[src/rtl/bf16_pkg.sv]
// Shared BF16 types for the FP32-to-BF16 converter and its result packer.
// A packed pair is two BF16 lanes plus a mask saying which lanes carry data.
package bf16_pkg;

   localparam int BF16_W  = 16;
   localparam int FLAGS_W = 4;

   // Converter fpcsr bit positions
   localparam int FLAG_NV = 3;
   localparam int FLAG_OF = 2;
   localparam int FLAG_UF = 1;
   localparam int FLAG_NX = 0;

   localparam logic [1:0] LANES_FULL  = 2'b11;
   localparam logic [1:0] LANES_FIRST = 2'b01;

   typedef logic [BF16_W-1:0] bf16_t;

   typedef struct packed {
      bf16_t      hi;
      bf16_t      lo;
      logic [1:0] lanes;
   } bf16_pair_t;

endpackage

[src/rtl/bf16_result_packer_if.sv]
// Converter-result input stream and packed-word output stream of the packer.
// The packer is the slave; the upstream/downstream environment is the master.
interface bf16_result_packer_if;
   import bf16_pkg::*;

   logic                  in_valid;
   bf16_t                 in_data;
   logic [FLAGS_W-1:0]    in_flags;
   logic                  in_ready;

   logic                  out_valid;
   logic [2*BF16_W-1:0]   out_data;
   logic [1:0]            out_lanes;
   logic                  out_ready;

   modport slave (
      input  in_valid, in_data, in_flags, out_ready,
      output in_ready, out_valid, out_data, out_lanes
   );

   modport master (
      output in_valid, in_data, in_flags, out_ready,
      input  in_ready, out_valid, out_data, out_lanes
   );

endinterface

[src/rtl/bf16_word_fifo.sv]
// Synchronous FIFO of packed BF16 pairs; the head entry is shown while non-empty
// and reads as all-zero when empty.
module bf16_word_fifo
   import bf16_pkg::*;
#(
   parameter  int DEPTH = 4,
   localparam int AW    = $clog2(DEPTH)
) (
   input  logic       clk,
   input  logic       reset_n,
   input  logic       i_push,
   input  bf16_pair_t i_wdata,
   input  logic       i_pop,
   output bf16_pair_t o_rdata,
   output logic       o_full,
   output logic       o_empty,
   output logic [AW:0] o_count
);

   bf16_pair_t    r_mem [DEPTH];
   logic [AW-1:0] r_wr_ptr;
   logic [AW-1:0] r_rd_ptr;
   logic [AW:0]   r_count;
   logic          w_push;
   logic          w_pop;

   assign o_full  = (r_count == (AW+1)'(DEPTH));
   assign o_empty = (r_count == '0);
   assign o_count = r_count;
   assign w_push  = i_push & ~o_full;
   assign w_pop   = i_pop & ~o_empty;
   assign o_rdata = o_empty ? '0 : r_mem[r_rd_ptr];

   // NOTE: storage has no reset; the empty flag masks stale entries, so only
   // pointers and count need clearing.
   always_ff @(posedge clk) begin
      if (w_push) r_mem[r_wr_ptr] <= i_wdata;
   end

   // NOTE: sequential state uses non-blocking assignments so every register
   // samples the pre-edge values of its neighbours.
   always_ff @(posedge clk or negedge reset_n) begin
      if (!reset_n) begin
         r_wr_ptr <= '0;
         r_rd_ptr <= '0;
         r_count  <= '0;
      end else begin
         if (w_push) r_wr_ptr <= r_wr_ptr + 1'b1;
         if (w_pop)  r_rd_ptr <= r_rd_ptr + 1'b1;
         case ({w_push, w_pop})
            2'b10:   r_count <= r_count + 1'b1;
            2'b01:   r_count <= r_count - 1'b1;
            default: r_count <= r_count;
         endcase
      end
   end

endmodule

[src/rtl/bf16_result_packer.sv]
// Packs consecutive BF16 converter results into 32-bit words, buffers them in a
// small FIFO and keeps sticky exception flags plus a dropped-input overflow bit.
module bf16_result_packer
   import bf16_pkg::*;
#(
   parameter int FIFO_DEPTH = 4,
   parameter int LANE_ORDER = 0
) (
   input  logic                 clk,
   input  logic                 reset_n,
   bf16_result_packer_if.slave  bus,
   input  logic                 flush,
   input  logic                 flags_clear,
   output logic [FLAGS_W-1:0]   acc_flags,
   output logic                 overflow
);

   localparam int CW = $clog2(FIFO_DEPTH) + 1;

   logic               r_half_valid;
   bf16_t              r_half_data;
   logic               r_flush_pending;
   logic [FLAGS_W-1:0] r_acc_flags;
   logic               r_overflow;

   logic               w_accept;
   logic               w_flush_req;
   logic               w_full;
   logic               w_empty;
   logic               w_has_space;
   logic [CW-1:0]      w_count;
   logic               w_push;
   bf16_pair_t         w_push_word;
   bf16_pair_t         w_head;
   logic               w_half_valid_nxt;
   logic               w_pending_nxt;

   function automatic bf16_pair_t pack_pair(bf16_t first, bf16_t second, logic [1:0] lanes);
      bf16_pair_t p;
      p.hi    = (LANE_ORDER == 0) ? second : first;
      p.lo    = (LANE_ORDER == 0) ? first  : second;
      p.lanes = lanes;
      return p;
   endfunction

   // Ready comes from registered occupancy only, never from out_ready.
   assign bus.in_ready = ~w_full;
   assign w_has_space  = (w_count < CW'(FIFO_DEPTH));
   assign w_accept     = bus.in_valid & ~w_full;
   assign w_flush_req  = flush | r_flush_pending;

   // NOTE: every combinational output gets a default first so no path leaves
   // it unassigned and no latch is inferred.
   always_comb begin
      w_push           = 1'b0;
      w_push_word      = '0;
      w_half_valid_nxt = r_half_valid;
      w_pending_nxt    = r_flush_pending;
      if (w_accept) begin
         w_pending_nxt = 1'b0;
         if (r_half_valid) begin
            w_push           = 1'b1;
            w_push_word      = pack_pair(r_half_data, bus.in_data, LANES_FULL);
            w_half_valid_nxt = 1'b0;
         end else if (w_flush_req) begin
            w_push      = 1'b1;
            w_push_word = pack_pair(bus.in_data, '0, LANES_FIRST);
         end else begin
            w_half_valid_nxt = 1'b1;
         end
      end else if (r_half_valid && w_flush_req) begin
         // A flush that finds the FIFO full waits for the first free slot
         if (w_has_space) begin
            w_push           = 1'b1;
            w_push_word      = pack_pair(r_half_data, '0, LANES_FIRST);
            w_half_valid_nxt = 1'b0;
            w_pending_nxt    = 1'b0;
         end else begin
            w_pending_nxt = 1'b1;
         end
      end else if (!r_half_valid) begin
         w_pending_nxt = 1'b0;
      end
   end

   always_ff @(posedge clk or negedge reset_n) begin
      if (!reset_n) begin
         r_half_valid    <= 1'b0;
         r_half_data     <= '0;
         r_flush_pending <= 1'b0;
         r_acc_flags     <= '0;
         r_overflow      <= 1'b0;
      end else begin
         r_half_valid    <= w_half_valid_nxt;
         r_flush_pending <= w_pending_nxt;
         if (w_accept && !r_half_valid) r_half_data <= bus.in_data;
         r_acc_flags <= (flags_clear ? '0 : r_acc_flags) | (w_accept ? bus.in_flags : '0);
         r_overflow  <= (bus.in_valid & w_full) | (r_overflow & ~flags_clear);
      end
   end

   bf16_word_fifo #(.DEPTH(FIFO_DEPTH)) u_fifo (
      .clk     (clk),
      .reset_n (reset_n),
      .i_push  (w_push),
      .i_wdata (w_push_word),
      .i_pop   (bus.out_ready),
      .o_rdata (w_head),
      .o_full  (w_full),
      .o_empty (w_empty),
      .o_count (w_count)
   );

   assign bus.out_valid = ~w_empty;
   assign bus.out_data  = {w_head.hi, w_head.lo};
   assign bus.out_lanes = w_head.lanes;
   assign acc_flags     = r_acc_flags;
   assign overflow      = r_overflow;

endmodule

[src/flat_wrapper.sv]
// flat-port wrapper written by rule: the top's interface ports become plain ports
module bf16_result_packer_flat import bf16_pkg::*;
#(
   parameter int FIFO_DEPTH = 4,
   parameter int LANE_ORDER = 0
)
  (clk, reset_n, flush, flags_clear, acc_flags, overflow, bus_in_valid, bus_in_data, bus_in_flags, bus_out_ready, bus_in_ready, bus_out_valid, bus_out_data, bus_out_lanes);
  bf16_result_packer_if bus_i ();
  input  logic clk;
  input  logic reset_n;
  input  logic flush;
  input  logic flags_clear;
  output logic [FLAGS_W-1:0] acc_flags;
  output logic overflow;
  input wire logic [$bits(bus_i.in_valid)-1:0] bus_in_valid;
  input wire logic [$bits(bus_i.in_data)-1:0] bus_in_data;
  input wire logic [$bits(bus_i.in_flags)-1:0] bus_in_flags;
  input wire logic [$bits(bus_i.out_ready)-1:0] bus_out_ready;
  output wire logic [$bits(bus_i.in_ready)-1:0] bus_in_ready;
  output wire logic [$bits(bus_i.out_valid)-1:0] bus_out_valid;
  output wire logic [$bits(bus_i.out_data)-1:0] bus_out_data;
  output wire logic [$bits(bus_i.out_lanes)-1:0] bus_out_lanes;
  assign bus_i.in_valid = bus_in_valid;
  assign bus_i.in_data = bus_in_data;
  assign bus_i.in_flags = bus_in_flags;
  assign bus_i.out_ready = bus_out_ready;
  assign bus_in_ready = bus_i.in_ready;
  assign bus_out_valid = bus_i.out_valid;
  assign bus_out_data = bus_i.out_data;
  assign bus_out_lanes = bus_i.out_lanes;
  bf16_result_packer #(.FIFO_DEPTH(FIFO_DEPTH), .LANE_ORDER(LANE_ORDER)) u_core (.clk(clk), .reset_n(reset_n), .bus(bus_i), .flush(flush), .flags_clear(flags_clear), .acc_flags(acc_flags), .overflow(overflow));
endmodule
[config.mk]
export PLATFORM = sky130hd
export DESIGN_NAME = bf16_result_packer_flat
export DESIGN_NICKNAME = d
export VERILOG_FILES = /design/src/rtl/bf16_pkg.sv /design/src/rtl/bf16_result_packer_if.sv /design/src/rtl/bf16_word_fifo.sv /design/src/rtl/bf16_result_packer.sv /design/src/flat_wrapper.sv
export SDC_FILE = /design/constraint.sdc
export NUM_CORES = 1
export LEC_CHECK = 0
export ABC_CLOCK_PERIOD_IN_PS = 3300
export CAP_MARGIN = 25
export CORE_MARGIN = 1
export CORE_UTILIZATION = 30
export CTS_CLUSTER_SIZE = 10
export DETAILED_ROUTE_END_ITERATION = 6
export PLACE_DENSITY = 0.56
export SLEW_MARGIN = 10
export SYNTH_ARGS = -nofsm -noshare
export SYNTH_HDL_FRONTEND = slang
export SYNTH_HIERARCHICAL = 1
export SYNTH_SLANG_ARGS = --single-unit
export TNS_END_PERCENT = 10
[constraint.sdc]
create_clock -name clk -period 3.3 [get_ports clk]
set_input_delay 0.33 -clock clk [delete_from_list [all_inputs] [get_ports clk]]
set_output_delay 0.33 -clock clk [all_outputs]
set_load 0.05 [all_outputs]
# Word level (Yosys, flattened, before mapping)
# Memories as Yosys holds them, arrays and structs flattened.
# Cells that the tools add are included.
[word_totals] mem_bits_rw=136 elab_cells=62 regBits=30 mem_bits_ro=0 memories=1 input_bits=26 latch_bits=0 output_inout_bits=41
[mem_list] memory="u_core.u_fifo.r_mem" depth=4 width=34 read_ports=1 rd_clocked_by_memory_dff=0 wr=1 line="bf16_word_fifo.sv:20" rtl="bf16_pair_t r_mem [DEPTH];"
[op_classes] add_sub_neg=4 shift=0 eq_ne=4 bitwise_logic=11 n_mux=25 magnitude_cmp=1 div_mod_pow=0 mul=0 reduce_logical=8
[op_table] operator="34-bit two-way mux" count=4
[op_table] operator="18-bit two-way mux" count=2
[op_table] operator="1-bit two-way mux" count=16
[op_table] operator="4-bit two-way mux" count=2
[op_table] operator="3-bit one-hot mux with 2 select lines" count=1
[op_table] operator="2-bit nonzero test" count=3
[op_table] operator="1-bit AND" count=5
[op_table] operator="2-bit by 1-bit adder with 2-bit output (second input constant)" count=2
[op_table] operator="4-bit OR" count=1
[op_table] operator="3-bit by 1-bit adder with 3-bit output (second input constant)" count=1
[op_table] operator="3-bit == test (second input constant)" count=1
[op_table] operator="3-bit zero test" count=1
[op_table] operator="3-bit less-than comparator (second input constant)" count=1
[op_table] operator="3-bit inequality test (second input constant)" count=1
[op_table] operator="1-bit NOT" count=3
[op_table] operator="3-bit by 1-bit subtractor with 3-bit output (second input constant)" count=1
[op_table] operator="2-bit by 1-bit == test with 1-bit output (second input constant)" count=1
[op_table] operator="2-bit == test (second input constant)" count=1
[op_table] operator="1-bit logical AND" count=2
[op_table] operator="1-bit OR" count=2
[op_table] operator="2-bit AND reduction" count=1
[op_table] operator="1-bit zero test" count=1

# Longest topological paths before layout
[logic_depth] ltp_word=7 ltp_mapped=14 ltp_nobuf=12

# By module
# Netlist, hierarchy kept.
[modules_own_cells] module="bf16_word_fifo" instances=1 cells_per_inst=253 seq_area_each_um2=4259.1 area_each_um2=5612.9
[modules_own_cells] module="bf16_result_packer" instances=1 cells_per_inst=107 seq_area_each_um2=575.6 area_each_um2=1239.9

# Worst setup path before layout
# Ideal clock, no wire load.
[synth_timing] kind="flip-flop to flip-flop" start="register u_core.u_fifo.r_count[2], in the netlist u_core/u_fifo/o_count[2]" end="memory u_core/u_fifo/r_mem[0][0] (netlist name) (enable)" path_slack_ns=0.322 path_buffers=2 period_less_slack_ns=2.978 setup_ns=0.394 stages_incl_launch_ff=9 arrival_time_ns=2.584 path_cell_list="dfrtp_1 -> nor3b_2 -> and3b_1 -> buf_6 -> o21bai_4 -> buf_6 -> o21bai_1 -> nor2b_2 -> and2_1"
[synth_between] elab_chain_cells=7
[synth_rtl] element="from (decl)" line="bf16_word_fifo.sv:23" rtl="logic [AW:0] r_count;"
[synth_rtl] element="from (signal assigned)" line="bf16_word_fifo.sv:51" rtl="2'b10: r_count <= r_count + 1'b1;"
[synth_rtl] element="from (signal assigned)" line="bf16_word_fifo.sv:52" rtl="2'b01: r_count <= r_count - 1'b1;"
[synth_rtl] element="from (signal assigned)" line="bf16_word_fifo.sv:53" rtl="default: r_count <= r_count;"
[synth_rtl] element="3-bit == test" line="bf16_word_fifo.sv:27" rtl="assign o_full = (r_count == (AW+1)'(DEPTH));"
[synth_rtl] element="via u_core.w_full" line="bf16_result_packer.sv:28" rtl="logic w_full;"
[synth_rtl] element="1-bit NOT" line="bf16_result_packer.sv:49" rtl="assign w_accept = bus.in_valid & ~w_full;"
[synth_rtl] element="1-bit AND" line="bf16_result_packer.sv:49"
[synth_rtl] element="1-bit two-way mux" line="bf16_result_packer.sv:59" rtl="if (w_accept) begin"
[synth_rtl] element="via u_core.w_push" line="bf16_result_packer.sv:32" rtl="logic w_push;"
[synth_rtl] element="1-bit AND" line="bf16_word_fifo.sv:30" rtl="assign w_push = i_push & ~o_full;"
[synth_rtl] element="1-bit two-way mux" line="bf16_word_fifo.sv:37" rtl="if (w_push) r_mem[r_wr_ptr] <= i_wdata;"
[synth_rtl] element="1-bit two-way mux (implied by the code)" line="bf16_word_fifo.sv:37"
[synth_rtl] element="to (decl)" line="bf16_word_fifo.sv:20"
# The timed path passes the listed nets, and every way through them passes these cells.

# Worst setup path after layout
[layout_timing] start="register u_core.u_fifo.r_rd_ptr[0]" end="output bus_out_lanes[0]"
[layout_between] elab_chain_cells=2
[layout_rtl] element="from (decl)" line="bf16_word_fifo.sv:22" rtl="logic [AW-1:0] r_rd_ptr;"
[layout_rtl] element="from (signal assigned)" line="bf16_word_fifo.sv:49" rtl="if (w_pop) r_rd_ptr <= r_rd_ptr + 1'b1;"
[layout_rtl] element="memory 4 x 34 bit"
[layout_rtl] element="34-bit two-way mux" line="bf16_word_fifo.sv:32" rtl="assign o_rdata = o_empty ? '0 : r_mem[r_rd_ptr];"
[layout_rtl] element="to (decl)" line="flat_wrapper.sv:22" rtl="output wire logic [$bits(bus_i.out_lanes)-1:0] bus_out_lanes;"
# Every way passes these cells.

==> results.sh <==
export IMPL_status="completed"
export IMPL_p_per_area_mw_per_mm2=1062
export IMPL_layout_drive_gt1_share_pct=29.83
export IMPL_max_cap_viol_count=0
export IMPL_vias_per_cell=4.504
export IMPL_final_cell_area_mm2=0.008402
export IMPL_crit_type="flop to output pin"
export IMPL_cts_root_buf="clkbuf_16"
export IMPL_fp_row_count=54
export IMPL_vias=3360
export IMPL_place_ws_ns=0.3933
export IMPL_post_drt_wl_per_cell_um=17.83
export IMPL_period_share_pct=87.46
export IMPL_p_int_w=0.005401
export IMPL_cp_required_ns=2.97
export IMPL_crit_path_start_kind="flop"
export IMPL_finalPower_w=0.008919
export IMPL_grt_overflow=0
export IMPL_drc=0
export IMPL_grt_max_degree=27
export IMPL_clkTransAtPathRegs_ns=0.07
export IMPL_hpwl_um=8985
export IMPL_postRouteAntennaNets=0
export IMPL_fmax_ghz=0.3465
export IMPL_cts_made_buffers=17
export IMPL_syn_area_mm2=0.006853
export IMPL_hold_buffers=0
export IMPL_gp_congestion=0.7134
export IMPL_syn_num_nets=392
export IMPL_synth_seq_cells=166
export IMPL_n_antenna_cell=0
export IMPL_port_buffers=66
export IMPL_cts_tree="built"
export IMPL_synth_distinct_cells=35
export IMPL_p_seq_share_pct=35.6
export IMPL_antenna_found_initial=0
export IMPL_dieArea_mm2=0.02345
export IMPL_pin_count=67
export IMPL_p_sw_w=0.003518
export IMPL_drv_slew=0
export IMPL_rsz0062_at_grt="no"
export IMPL_avgSynthCellArea_um2=19.04
export IMPL_grt_pass1_wl_um=20640
export IMPL_syn_inst=360
export IMPL_setup_viol=0
export IMPL_cts_sinks=166
export IMPL_start_util_pct=31.02
export IMPL_yosys_warnings=6
export IMPL_area_growth_pct=22.60
export IMPL_finalHoldViolCount=0
export IMPL_routed_wl_um=13300
export IMPL_irDropWorstVdd_mv=0.4897
export IMPL_final_common_cell="edfxtp_1"
export IMPL_min_period_ns=2.886
export IMPL_yosysSeqAreaShare_pct=70.55
export IMPL_path_max_fanout=14
export IMPL_clock_latency_ns=0.42
export IMPL_crit_arrival_ns=2.56
export IMPL_drtPass1Iterations=4
export IMPL_die_h_um=153.1
export IMPL_clk_path_buf_depth=2
export IMPL_netSwitchingFraction_pct=39.44
export IMPL_fin_nets=485
export IMPL_post_cts_resized=0
export IMPL_drt_initial_drc_count=139
export IMPL_hold_class="input pin to async pin"
export IMPL_cts_setup_buffers=0
export IMPL_crit_path_end_kind="output pin"
export IMPL_postLayoutCoreUtil_pct=38.03
export IMPL_cellLeakagePower_nw=3.057
export IMPL_fp_coreArea_mm2=0.02209
export IMPL_p_comb_share_pct=43.3
export IMPL_slew_limit_headroom_pct=45.50
export IMPL_skew_ns=0.005684
export IMPL_fillCellCount=2020
export IMPL_tightestPinTransition_ns=0.8148
export IMPL_grt_usage_pct=12.07
export IMPL_fin_setup_tns_ns=0
export IMPL_clkPwrFrac_pct=21.1
export IMPL_die_w_um=153.1
export IMPL_setup_ws_ns=0.4139
export IMPL_layout_common_cells="edfxtp_1, buf_4, clkdlybuf4s50_1, nor2b_1, mux4_2"
export IMPL_placed_area_mm2=0.007828
export IMPL_htreeDepth=4
export IMPL_first_global_vias=3630
-- power by group through the flow --
stage	combinational, W	clock [W]	sequential [W]
floorplan	0.00284	0	0.00316
global placement	0.00392	0	0.00320
detailed placement	0.00395	0	0.00323
CTS	0.00396	0.00192	0.00318
global route	0.00412	0.00200	0.00323
finish	0.00386	0.00188	0.00318
-- final timing paths --
path | from | to | slack [ns] | cells after the start
setup / recovery | u_core/u_fifo/r_rd_ptr[0] | bus_out_lanes[0] | 0.41 | 3
hold / removal | reset_n | u_core/acc_flags[1] | 0.20 | 1
setup reg to reg | u_core/u_fifo/o_count[2] | u_core/u_fifo/o_count[2] | 0.55 | 12
hold reg to reg | u_core/r_half_data[1] | u_core/r_half_data[1] | 0.51 | 1
max in group asynchronous | reset_n | u_core/r_half_data[12] | 2.48 | 3
min in group clk | bus_in_flags[3] | u_core/acc_flags[3] | 0.47 | 3
-- critical path, cell delays in order, from the launching register on --
cell             delay, ns
dfrtp_2               0.65
mux4_1                0.61
nor2b_1               0.17
clkdlybuf4s50_1       0.71
-- cells by family after synthesis --
family / share of synthesized area (%)
XOR/XNOR: 0.7668
flip-flops: 70.55
buffers and inverters: 2.720
multiplexers: 14.33
adder cells (fa/ha/maj): 1.205
AND/OR/NAND/NOR: 7.449
AO/OA/AOI/OAI: 2.976
-- registers in the layout, indices dropped and copies added (netlist names) --
signal                  flops
u_core/r_half_data         16
u_core/u_fifo/o_count       3
u_core/u_fifo/r_mem       136
u_core/r_flush_pending      1
u_core/u_fifo/r_rd_ptr      2
u_core/u_fifo/r_wr_ptr      2
u_core/overflow             1
u_core/acc_flags            4
u_core/r_half_valid         1
-- layout make-up --
class	count	area, um2	area share, %
Sequential cell	166	4836	57.56
Multi-Input combinational cell	165	1832	21.80
Timing Repair Buffer	90	772.0	9.188
Clock buffer	18	429.2	5.108
Tap cell	280	350.3	4.170
Clock inverter	14	133.9	1.593
Inverter	13	48.80	0.5808
-- routing by layer --
| metal | wire length, um | vias up | track usage, % |
|---|---|---|---|
| met5 | 0 | - | 0 |
| met4 | 104 | 0 | 4.185 |
| met3 | 515 | 8 | 3.176 |
| met2 | 6885 | 65 | 20.44 |
| met1 | 5798 | 1717 | 14.89 |
| li1 | - | 1570 | - |
-- cell usage after synthesis --
master    instances  area, um2
nor3_4            2      32.53
mux4_2           30      675.7
nand2b_4          1      13.76
or2b_1            1      7.510
mux2i_1           1      10.01
buf_12            2      40.04
dfrtp_1          30      750.7
o211ai_1          1      7.510
xor2_1            4      35.03
and3b_1           1      8.760
mux2_2           16      180.2
mux4_1            4      105.1
nor3_1            1      5.000
nor3b_2           1      12.51
mux2_1            1      11.26
and2b_1           6      45.04
o21bai_1          1      7.510
nor2b_2           1      8.760
buf_6             5      56.30
xnor2_1           2      17.52
o21ai_0           6      30.03
ha_1              5      62.56
a22o_1           16      140.1
inv_1            13      48.80
buf_2             6      30.03
nor2_8            1      20.02
nand2_1           8      30.03
edfxtp_1        136       4084
nor2_1            2      7.510
and2_1           20      125.1
fa_1              1      20.02
o21bai_4          1      18.77
nor2b_1          30      187.7
nor2_2            1      6.260
clkbuf_1          3      11.26
-- metrics by stage --
stage                     hold WS (ns)  instances
after detailed placement        0.4962        713
after global routing            0.2284        746
after floorplan                0.03441        360
after CTS                       0.4370        745
final                           0.1980        746
after global placement          0.4901        713
Power figures use the tool's default switching activity.
